### config.mk
export PLATFORM = sky130hd
export DESIGN_NAME = al_fifo_rd_stream
export DESIGN_NICKNAME = d
export VERILOG_FILES = /design/src/rtl/al_fifo_rd_stream.sv
export SDC_FILE = /design/constraint.sdc
export NUM_CORES = 1
export LEC_CHECK = 0
export BUFFER_PORTS_ARGS = -buffer_cell sky130_fd_sc_hd__buf_2
export CAP_MARGIN = 40
export CELL_PAD_IN_SITES_DETAIL_PLACEMENT = 1
export CELL_PAD_IN_SITES_GLOBAL_PLACEMENT = 1
export CORE_UTILIZATION = 36
export CTS_CLUSTER_SIZE = 40
export DETAILED_ROUTE_END_ITERATION = 7
export PLACE_DENSITY = 0.69
export SETUP_SLACK_MARGIN = 0.1
export SYNTH_ARGS = -nofsm -noshare
export SYNTH_HDL_FRONTEND = slang
export SYNTH_SLANG_ARGS = --single-unit
### constraint.sdc
create_clock -name clk -period 2 [get_ports clk]
set_clock_uncertainty 0.15 [all_clocks]
set_input_delay 0.3 -clock clk [delete_from_list [all_inputs] [get_ports clk]]
set_output_delay 0.3 -clock clk [all_outputs]
set_load 0.01 [all_outputs]
### src/rtl/al_fifo_rd_stream.sv
// rtl/al_fifo_rd_stream.sv - FWFT valid/ready stream adapter on the read port of AL_LOGIC_FIFO
// Issues FIFO reads ahead of demand and lands the fixed-latency read data in a Q-entry skid queue.
module al_fifo_rd_stream #(
  parameter int    DATA_WIDTH = 9,
  parameter string REGMODE_R  = "NOREG",
  localparam int   L  = (REGMODE_R == "NOREG") ? 1 : ((REGMODE_R == "OUTREG") ? 2 : 0),
  localparam int   Q  = L + 1,
  localparam int   LW = $clog2(Q + 1)
) (
  input  logic                  clk,
  input  logic                  rst,
  input  logic                  fifo_empty,
  input  logic [DATA_WIDTH-1:0] fifo_do,
  output logic                  fifo_re,
  output logic [DATA_WIDTH-1:0] m_data,
  output logic                  m_valid,
  input  logic                  m_ready,
  output logic [LW-1:0]         m_level
);

  localparam int PW = (Q > 1) ? $clog2(Q) : 1;
  localparam int CW = LW + 1;

  if (L == 0) begin : g_bad_regmode
    $error("al_fifo_rd_stream: REGMODE_R must be \"NOREG\" or \"OUTREG\"");
  end

  logic [L-1:0]          pipe;
  logic [DATA_WIDTH-1:0] mem [Q];
  logic [PW-1:0]         wr_ptr;
  logic [PW-1:0]         rd_ptr;
  logic [LW-1:0]         count;
  logic [LW-1:0]         inflight;
  logic [CW-1:0]         occ;
  logic                  push;
  logic                  pop;

  function automatic logic [PW-1:0] next_ptr(input logic [PW-1:0] p);
    return (p == PW'(Q - 1)) ? '0 : p + PW'(1);
  endfunction

  assign push = pipe[L-1];
  assign pop  = m_valid & m_ready;

  // A read is only issued if a queue slot is guaranteed when its data lands.
  always_comb begin
    inflight = '0;
    for (int i = 0; i < L; i++) begin
      inflight = inflight + LW'(pipe[i]);
    end
    occ     = CW'(count) + CW'(inflight) - CW'(pop);
    fifo_re = !rst && !fifo_empty && (occ < CW'(Q));
  end

  always_ff @(posedge clk) begin
    if (rst) begin
      pipe   <= '0;
      count  <= '0;
      wr_ptr <= '0;
      rd_ptr <= '0;
    end else begin
      assert (!(push && count == LW'(Q)));
      pipe <= L'({pipe, fifo_re});
      if (push) wr_ptr <= next_ptr(wr_ptr);
      if (pop)  rd_ptr <= next_ptr(rd_ptr);
      count <= count + LW'(push) - LW'(pop);
    end
  end

  always_ff @(posedge clk) begin
    if (push) mem[wr_ptr] <= fifo_do;
  end

  assign m_data  = mem[rd_ptr];
  assign m_valid = (count != '0);
  assign m_level = count;

endmodule

### Yosys cells after proc, flatten, opt, wreduce, memory -nomap -nowiden

Memory sizes are Yosys's and may differ from the RTL's. A register that Yosys moved wholly into a read port is not among the register bits.
Index checks and enable logic that the tools add are counted.

* output and inout bits: 13
* register bits after elaboration: 5
* logic and storage cells: 24
* RAM bits: 18
* memories kept: 1
* input port bits: 13

* reductions and logical operators: 5
* add/subtract/negate cells: 6
* $lt $le $gt $ge: 1
* bitwise operators: 1
* multiplexer cells: 6

Memory list
* mem: depth 2, width 9, read ports 1, clocked after memory_dff 1, write ports 1, RTL line 29 `logic [DATA_WIDTH-1:0] mem [Q];`

Operators with widths (number)
* 2-to-1 mux 1 bit: 6
* adder 2 x 1 -> 3 bit: 1
* less-than comparator 3 x 2 -> 1 bit, second input constant: 1
* subtractor 3 x 1 -> 3 bit: 1
* adder 1 bit, second input constant: 2
* adder 2 x 1 -> 2 bit: 1
* logical AND 1 bit: 2
* logical NOT 1 bit: 2
* nonzero test 2 bit: 1
* subtractor 2 x 1 -> 2 bit: 1
* AND 1 bit: 1

### Depth between registers and ports, before layout

Gate-level depths: netlist (run 1).

* depth in word-level cells: 5
* mapped depth: 7

### Least setup slack after synthesis (run 1)

Ideal clock, no wire load.

* path type: register -> output
* from: register count[1], in the netlist m_level[1]
* to: output fifo_re
* setup slack: -0.384 ns
* stages on the path, launching flop included: 7
* data arrival time: 1.934 ns
* required time: 1.550 ns
* path buffers: 0
* cell sequence: dfxtp_1 > o21a_1 > ha_1 > inv_1 > ha_1 > fa_1 > nor4_1

* longest elaborated chain between the ends: 5
* elaborated cells on any way between the ends: 6

RTL lines
* start: declaration: RTL line 32 `logic [LW-1:0] count;`
* start signal: assignment: RTL line 66 `count <= count + LW'(push) - LW'(pop);`
* nonzero test 2 bit: RTL line 75 `assign m_valid = (count != '0);`
* AND 1 bit: RTL line 43 `assign pop = m_valid & m_ready;`
* named net pop: RTL line 36 `logic pop;`
* subtractor 3 x 1 -> 3 bit: RTL line 51 `occ = CW'(count) + CW'(inflight) - CW'(pop);`
* named net occ[1]: RTL line 34 `logic [CW-1:0] occ;`
* less-than comparator 3 x 2 -> 1 bit: RTL line 52 `fifo_re = !rst && !fifo_empty && (occ < CW'(Q));`
* logical AND 1 bit: RTL line 52
* end: declaration: RTL line 14 `output logic fifo_re,`

The timed path passes the listed nets, and every way through them passes these cells.

### Final worst setup path (run 1)

Ends and elaborated chain as after synthesis.

==> metrics.txt, run 1 <==
Worst Setup Start Kind=flip-flop; synth unique cells=15; commonest non-fill, non-tap cells in the layout=buf_2 (25), edfxtp_1 (18), mux2_2 (11), buf_4 (7), buf_6 (6); Site Rows=18; vias per cell=around 4.7; first-pass GRT wire length=between 2000 and 3000 microns; Max Slew Vio Count=0; GRT Max-Usage Layer=met2; clock sink total=24; Int Pwr=between 1 and 1.5 mW; WP data required=approximately 1.6 ns; Overflow after GRT=0; critical path arrival=between 2 and 2.5 ns; reg2reg end=pipe; slew at the pin closest to its max-slew limit=approximately 0.42 ns; final setup TNS=-1.77 ns; most common cell after layout, fill and taps aside=buf_2; die width=~53 microns; failing checks=setup timing; Max Cap Violations=0; CTS tree=built; sw frac=29.6%; DR vias=between 500 and 600; detailed-placement wirelength estimate=approximately 1300 microns; drt pass-1 iters=3; hold path endpoint=mem[1][7]; met3 Use GR=2.59%; CTS Buf Count=3; Warnings, synthesis=0; DR iter-0 viols=10; Leak Pwr=between 0.5 and 0.6 nW; CTS clk-pin slew, worst paths=0.13 ns; nature of the critical path endpoint=output pin; largest net degree at the start of global routing=15; Final setup violation count=3; Syn-to-layout area delta=43.7%; register area share after synthesis=a little under three quarters; GPL Wtd Cong=0.637; HP Class=in -> reg; final design area excluding fillers=0.00134 sq mm; H-tree depth=1; crit share post-route=135%; power density over cell area=1500 mW/mm^2; clock share of power=between 10% and 20%; Synth Area per Inst=16.6 sq um; #FFs+latches synth=24; RSZ-0062 raised after global routing=yes; Boundary Pins=26; Die ar.=roughly 0.0028 sq mm; Logic pwr share=around 47%; worst hold start=fifo_do[7]; antenna violations before repair=0; Final WS setup=-0.693 ns; post-layout min period=between 2 and 3 ns; number of global-route vias before repair=roughly 600; n_diodes=0; Max Root-Sink Buffers=2; placed cell area=approximately 0.0012 sq mm; # port buffers=25; Seq pwr share=between 30 and 40%; R2R Setup Slk=-0.57 ns; All-Layer GR Usage=about 15%; met2 Use GR=26.6%; VDD IR max=1.06 mV; fin nets=roughly 120; clk root buf=clkbuf_4; fraction of layout instances using a drive strength above 1=between 60% and 70%; worst skew pair latency=between 0.3 and 0.4 ns; post-synthesis cell count=between 50 and 60; Post-Route WL=1990 microns; FMAX=371 MHz; CP max FO=2; Placeable Area=about 0.0025 sq mm; Worst Setup Slack post-DPL=-0.298 ns; Initial Util=37.9%; synthesized area=slightly above 900 sq um; Die Span Y=about 53 microns; grt met1 use=between 10% and 20%; syn nets=a little over 70; Psw=a little under 0.6 mW; Final Hold Viols=0; Max-slew headroom=71.9%; RR Startpoint=m_level[1]; R2R depth=12; PnR Total Power=approximately 2.0 mW; status=finished, violations left; Post-DRT Antenna Nets=0; wire per inst=around 16 microns; Setup Crit Path Kind=reg -> out; hold depth=1; Remaining DRCs=0
per-stage QoR:
| stage | instances | utilization (%) | hold slack, ns |
|---|---|---|---|
| floorplan | 56 | - | 0.214 |
| global placement | 116 | 47.2 | 0.339 |
| detailed placement | 116 | 47.2 | 0.343 |
| CTS | 122 | 50.4 | 0.00121 |
| global route | 128 | 54.5 | 0.000719 |
| finish | 128 | 54.5 | 0.0190 |
layout make-up:
type,instances,area [sq um]
inverters,4,15.0
repair buffers,39,255
flip-flops and latches,24,663
clock buffers,3,22.5
clock inverters,1,30.0
well taps,30,37.5
fillers,253,1120
multi-input cells,27,314
power by group through the flow:
stage	Sequential [mW]	Clock, mW	Combinational [mW]
global placement	0.712	0	0.585
detailed placement	0.725	0	0.613
floorplan	0.710	0	0.376
global route	0.725	0.374	1.01
CTS	0.715	0.356	0.662
finish	0.711	0.349	0.946
synth_stat cells:
library cell  number  share of area (%)
nor2_1             3                1.2
nor2b_1            2                1.3
xnor2_1            2                1.9
edfxtp_1          18                 58
and2_1             1               0.67
ha_1               2                2.7
nor4_1             2                1.3
buf_2              1               0.54
fa_1               1                2.2
dfxtp_1            6                 13
o21a_1             1               0.81
inv_1              4                1.6
or2_2              1               0.67
mux2_2            11                 13
and2b_1            1               0.81
sequential cells by signal, summed over array words and instances, names as in the netlist, named ones only:
register and flops:
rd_ptr 1, pipe 1, wr_ptr 1, mem 18
m_level 2
how the worst max path moves through the flow:
stage / startpoint / end / slack [ns] / cells after the start
final: m_level[1] / fifo_re / -0.69 / 7
after global routing: m_level[1] / fifo_re / -0.74 / 7
after CTS: m_level[1] / fifo_re / -0.64 / 7
after detailed placement: m_ready / fifo_re / -0.30 / 8
after global placement: m_ready / fifo_re / -0.24 / 8
after floorplan: m_level[1] / fifo_re / -0.20 / 6
cells by family (layout without fill, tap and decap cells):
group	count (synthesis)	after routing	share of synthesized area, %
buffers and inverters	5	47	2.15
and+or+nand+nor	10	10	6.05
DFF	24	24	71.0
adders and majority gates	3	3	4.84
AOI/OAI and AO/OA	1	1	0.807
xor gates and xnor gates	2	2	1.88
muxes	11	11	13.3
repair_timing:
item,in CTS,in global routing
endpoints found under the setup margin,12,3
setup buffers,2,5
resized for setup,2,11
hold endpoints to repair,0,2
hold buffers,0,1
metal layers:
| layer | vias to the layer above | part of all wire [%] | routed length (microns) |
|---|---|---|---|
| met2 | 17 | 58 | 1150 |
| met3 | 5 | 3.4 | 68 |
| met5 | - | 0 | 0 |
| li1 | 283 | - | - |
| met1 | 294 | 36 | 717 |
| met4 | 0 | 2.6 | 51 |
worst max-delay path: stages, from the launching register on:
cell and delay (ns):
dfxtp_2 0.35, o21a_1 0.23, ha_4 0.27, inv_2 0.04
ha_4 0.14, fa_2 0.47, nor4_4 0.25, buf_2 0.18
No activity file was read; power rests on OpenSTA's default activity.
==> run 2, diff against run 1 <==
- ABC_AREA: default -> 1
==> run 2 against run 1 <==
Net effect: the run still ends with setup timing left; utilization is 4.4 points lower; cell count is 4.7% higher; non-clock buffer count is 4 lower; clock-buffer cell count is 1 higher; area after synthesis is 4.3% higher; sequential cell count stayed put; largest power group unchanged.
==> metrics.txt, run 2 <==
status=finished, violations left; failing checks=setup timing; H-tree depth=1 (unchanged); Die ar.=0.00291 sq mm (+4.1%); Yosys top cell area share=55.7% (-2.4 points); most frequent cells after synthesis=edfxtp_1 (18), nor2_1 (11), inv_1 (10); Final setup violation count=2 (-1); first-pass GRT wire length=2630 microns (-2.3%); Placeable Area=0.00252 sq mm (+2.8%); Syn-to-layout area delta=30.0%; number of flip-flops in the largest register=18 (unchanged); number of global-route vias before repair=605 (-0.33%); detailed-placement wirelength estimate=1320 microns (+1.0%); DR vias=600 (+0.17%); nature of the critical path endpoint=output pin; antenna violations before repair=0 (unchanged); post-synthesis cell count=66 (+18%); fraction of layout instances using a drive strength above 1=54.8% (-10 points); Max Cap Violations=0 (unchanged); commonest non-fill, non-tap cells in the layout=buf_2 (25), edfxtp_1 (18), inv_1 (9), mux2_4 (9), buf_4 (9); clk root buf=clkbuf_4; power density over cell area=1270 mW/mm^2 (-16%); ys async rst share=0% (unchanged); Max Root-Sink Buffers=2 (unchanged); Most used DFF post-synth=edfxtp_1; FMAX=390 MHz (+5.1%); All-Layer GR Usage=13.2% (-1.4 points); clock sink total=24 (unchanged); Warnings, synthesis=0 (unchanged); Post-Route WL=1640 microns (-18%); n_diodes=0 (unchanged); CTS tree=built; synth unique cells=13 (-2); CTS Hold Bufs=0 (unchanged); most flop-heavy register=mem; Boundary Pins=26 (unchanged); worst skew pair latency=0.30 ns (-0.02 ns); wire per inst=12.2 microns (-21%); Setup Crit Path Kind=reg -> out; Post-synth EDFFs=18 (unchanged); Final Hold Viols=0 (unchanged); final design area excluding fillers=0.00126 sq mm (-5.6%); HP Class=in -> reg; cell taking the most area after synthesis=edfxtp_1; DR iter-0 viols=0 (-10); # port buffers=25 (unchanged); GPL Wtd Cong=0.643 (+1.0%); largest cells by area after synthesis=edfxtp_1 (56%), mux2_4 (14%), dfxtp_1 (12%), nor2_1 (4.3%), inv_1 (3.9%); Worst Setup Start Kind=flip-flop; fill count=270 (+6.7%); crit share post-route=128% (-6.5 points); Site Rows=18 (unchanged); #FFs+latches synth=24 (unchanged); Max-slew headroom=74.5% (+2.6 points); synthesized area=971 sq um (+4.3%); CTS clk-pin slew, worst paths=0.12 ns (about the same); Overflow after GRT=0 (unchanged); WP data required=1.55 ns (about the same); most common cell after layout, fill and taps aside=buf_2; CTS Buf Count=3 (unchanged); Remaining DRCs=0 (unchanged); placed cell area=0.00119 sq mm (+3.0%); Hold Slack=0.0329 ns (+0.0139 ns); drt pass-1 iters=1 (-2); syn nets=82 (+14%); fin nets=121 (+5.2%); register area share after synthesis=68.0% (-2.9 points); vias per cell=4.48 (-4.3%); RSZ-0062 raised after global routing=yes; Max Slew Vio Count=0 (unchanged); Final WS setup=-0.562 ns (+0.130 ns); Leak Pwr=0.561 nW (+3.3%); CP max FO=2 (unchanged); VDD IR max=0.662 mV (-37%); critical path arrival=2.11 ns (-0.13 ns); count leader, synth=edfxtp_1; post-layout min period=2.56 ns (-0.130 ns); largest net degree at the start of global routing=14 (-1); Initial Util=38.5% (+0.57 points); Die Span Y=53.9 microns (+2.0%); Synth Area per Inst=14.7 sq um (-12%); slew at the pin closest to its max-slew limit=0.382 ns (-0.0398 ns); Post-DRT Antenna Nets=0 (unchanged); die width=53.9 microns (+2.0%)
run 2: cell count changes in the layout (fill, tap and decap cells not counted), sizes merged, moves of 3 or more:
cell / previous run / this run
nor2: 3 / 12
buf: 38 / 35
nand2: 0 / 4
inv: 4 / 10
run 2: final timing paths:
check | slack (ns) | cells past startpoint | from | end
hold reg to reg | 0.38 | 2 | rd_ptr | rd_ptr
setup reg to reg | -0.14 | 11 | m_level[0] | pipe
hold / removal | 0.03 | 1 | fifo_do[3] | mem[0][3]
setup / recovery | -0.56 | 10 | m_level[0] | fifo_re
run 2: timing repair:
item	in CTS	in global routing
gates resized for setup	4	3
buffers inserted	1	1
hold endpoints to repair	0	0
pin swaps	1	1
setup endpoints to repair	2	3
run 2: logic make-up after synthesis:
logic type               Yosys count  synth area share [%]
AND/OR/NAND/NOR                   18                  7.47
multiplexers                       9                  13.9
XOR/XNOR                           1                 0.902
adder cells (fa/ha/maj)            3                  4.64
buffers and inverters             11                  5.03
flip-flops                        24                  68.0
run 2: metrics by stage:
step	total power [mW]	TNS, ns	utilization (%)	worst slack [ns]	std cells
floorplan	1.07	-0.0697	-	-0.0697	66
global placement	1.29	-0.188	47.4	-0.188	128
detailed placement	1.33	-0.398	47.4	-0.301	128
CTS	1.60	-0.593	49.3	-0.565	133
global route	1.72	-0.885	50.0	-0.654	134
finish	1.60	-0.699	50.0	-0.562	134
run 2: layout make-up:
type                            count  area, sq um  area share (%)
Multi-Input combinational cell     31          292            23.1
Clock buffer                        4         26.3            2.08
Sequential cell                    24          666            52.7
Timing Repair Buffer               35          204            16.2
Tap cell                           30         37.5            2.97
Inverter                           10         37.5            2.97
run 2: report_power, final:
group | switching [mW] | leakage (nW) | internal (mW)
Sequential | 0.0441 | 0.214 | 0.652
Clock | 0.126 | 0.0150 | 0.0776
Combinational | 0.332 | 0.332 | 0.368
Total | 0.502 | 0.561 | 1.10
run 2: per-layer routing:
metal	GRT usage, %	part of all wire, %	routed length, microns
met5	0	0	0
met4	5.26	0.37	6
met3	1.69	5.9	96
met2	24.5	55	896
met1	15.0	39	637
run 2: worst max-delay path, cell delays in order (launching register included):
cell     delay (ns)
dfxtp_4        0.37
nor2_4         0.11
nor2_2         0.05
ha_1           0.27
inv_1          0.04
ha_2           0.17
fa_1           0.47
inv_2          0.10
nand2_4        0.05
nor2_2         0.07
buf_2          0.12
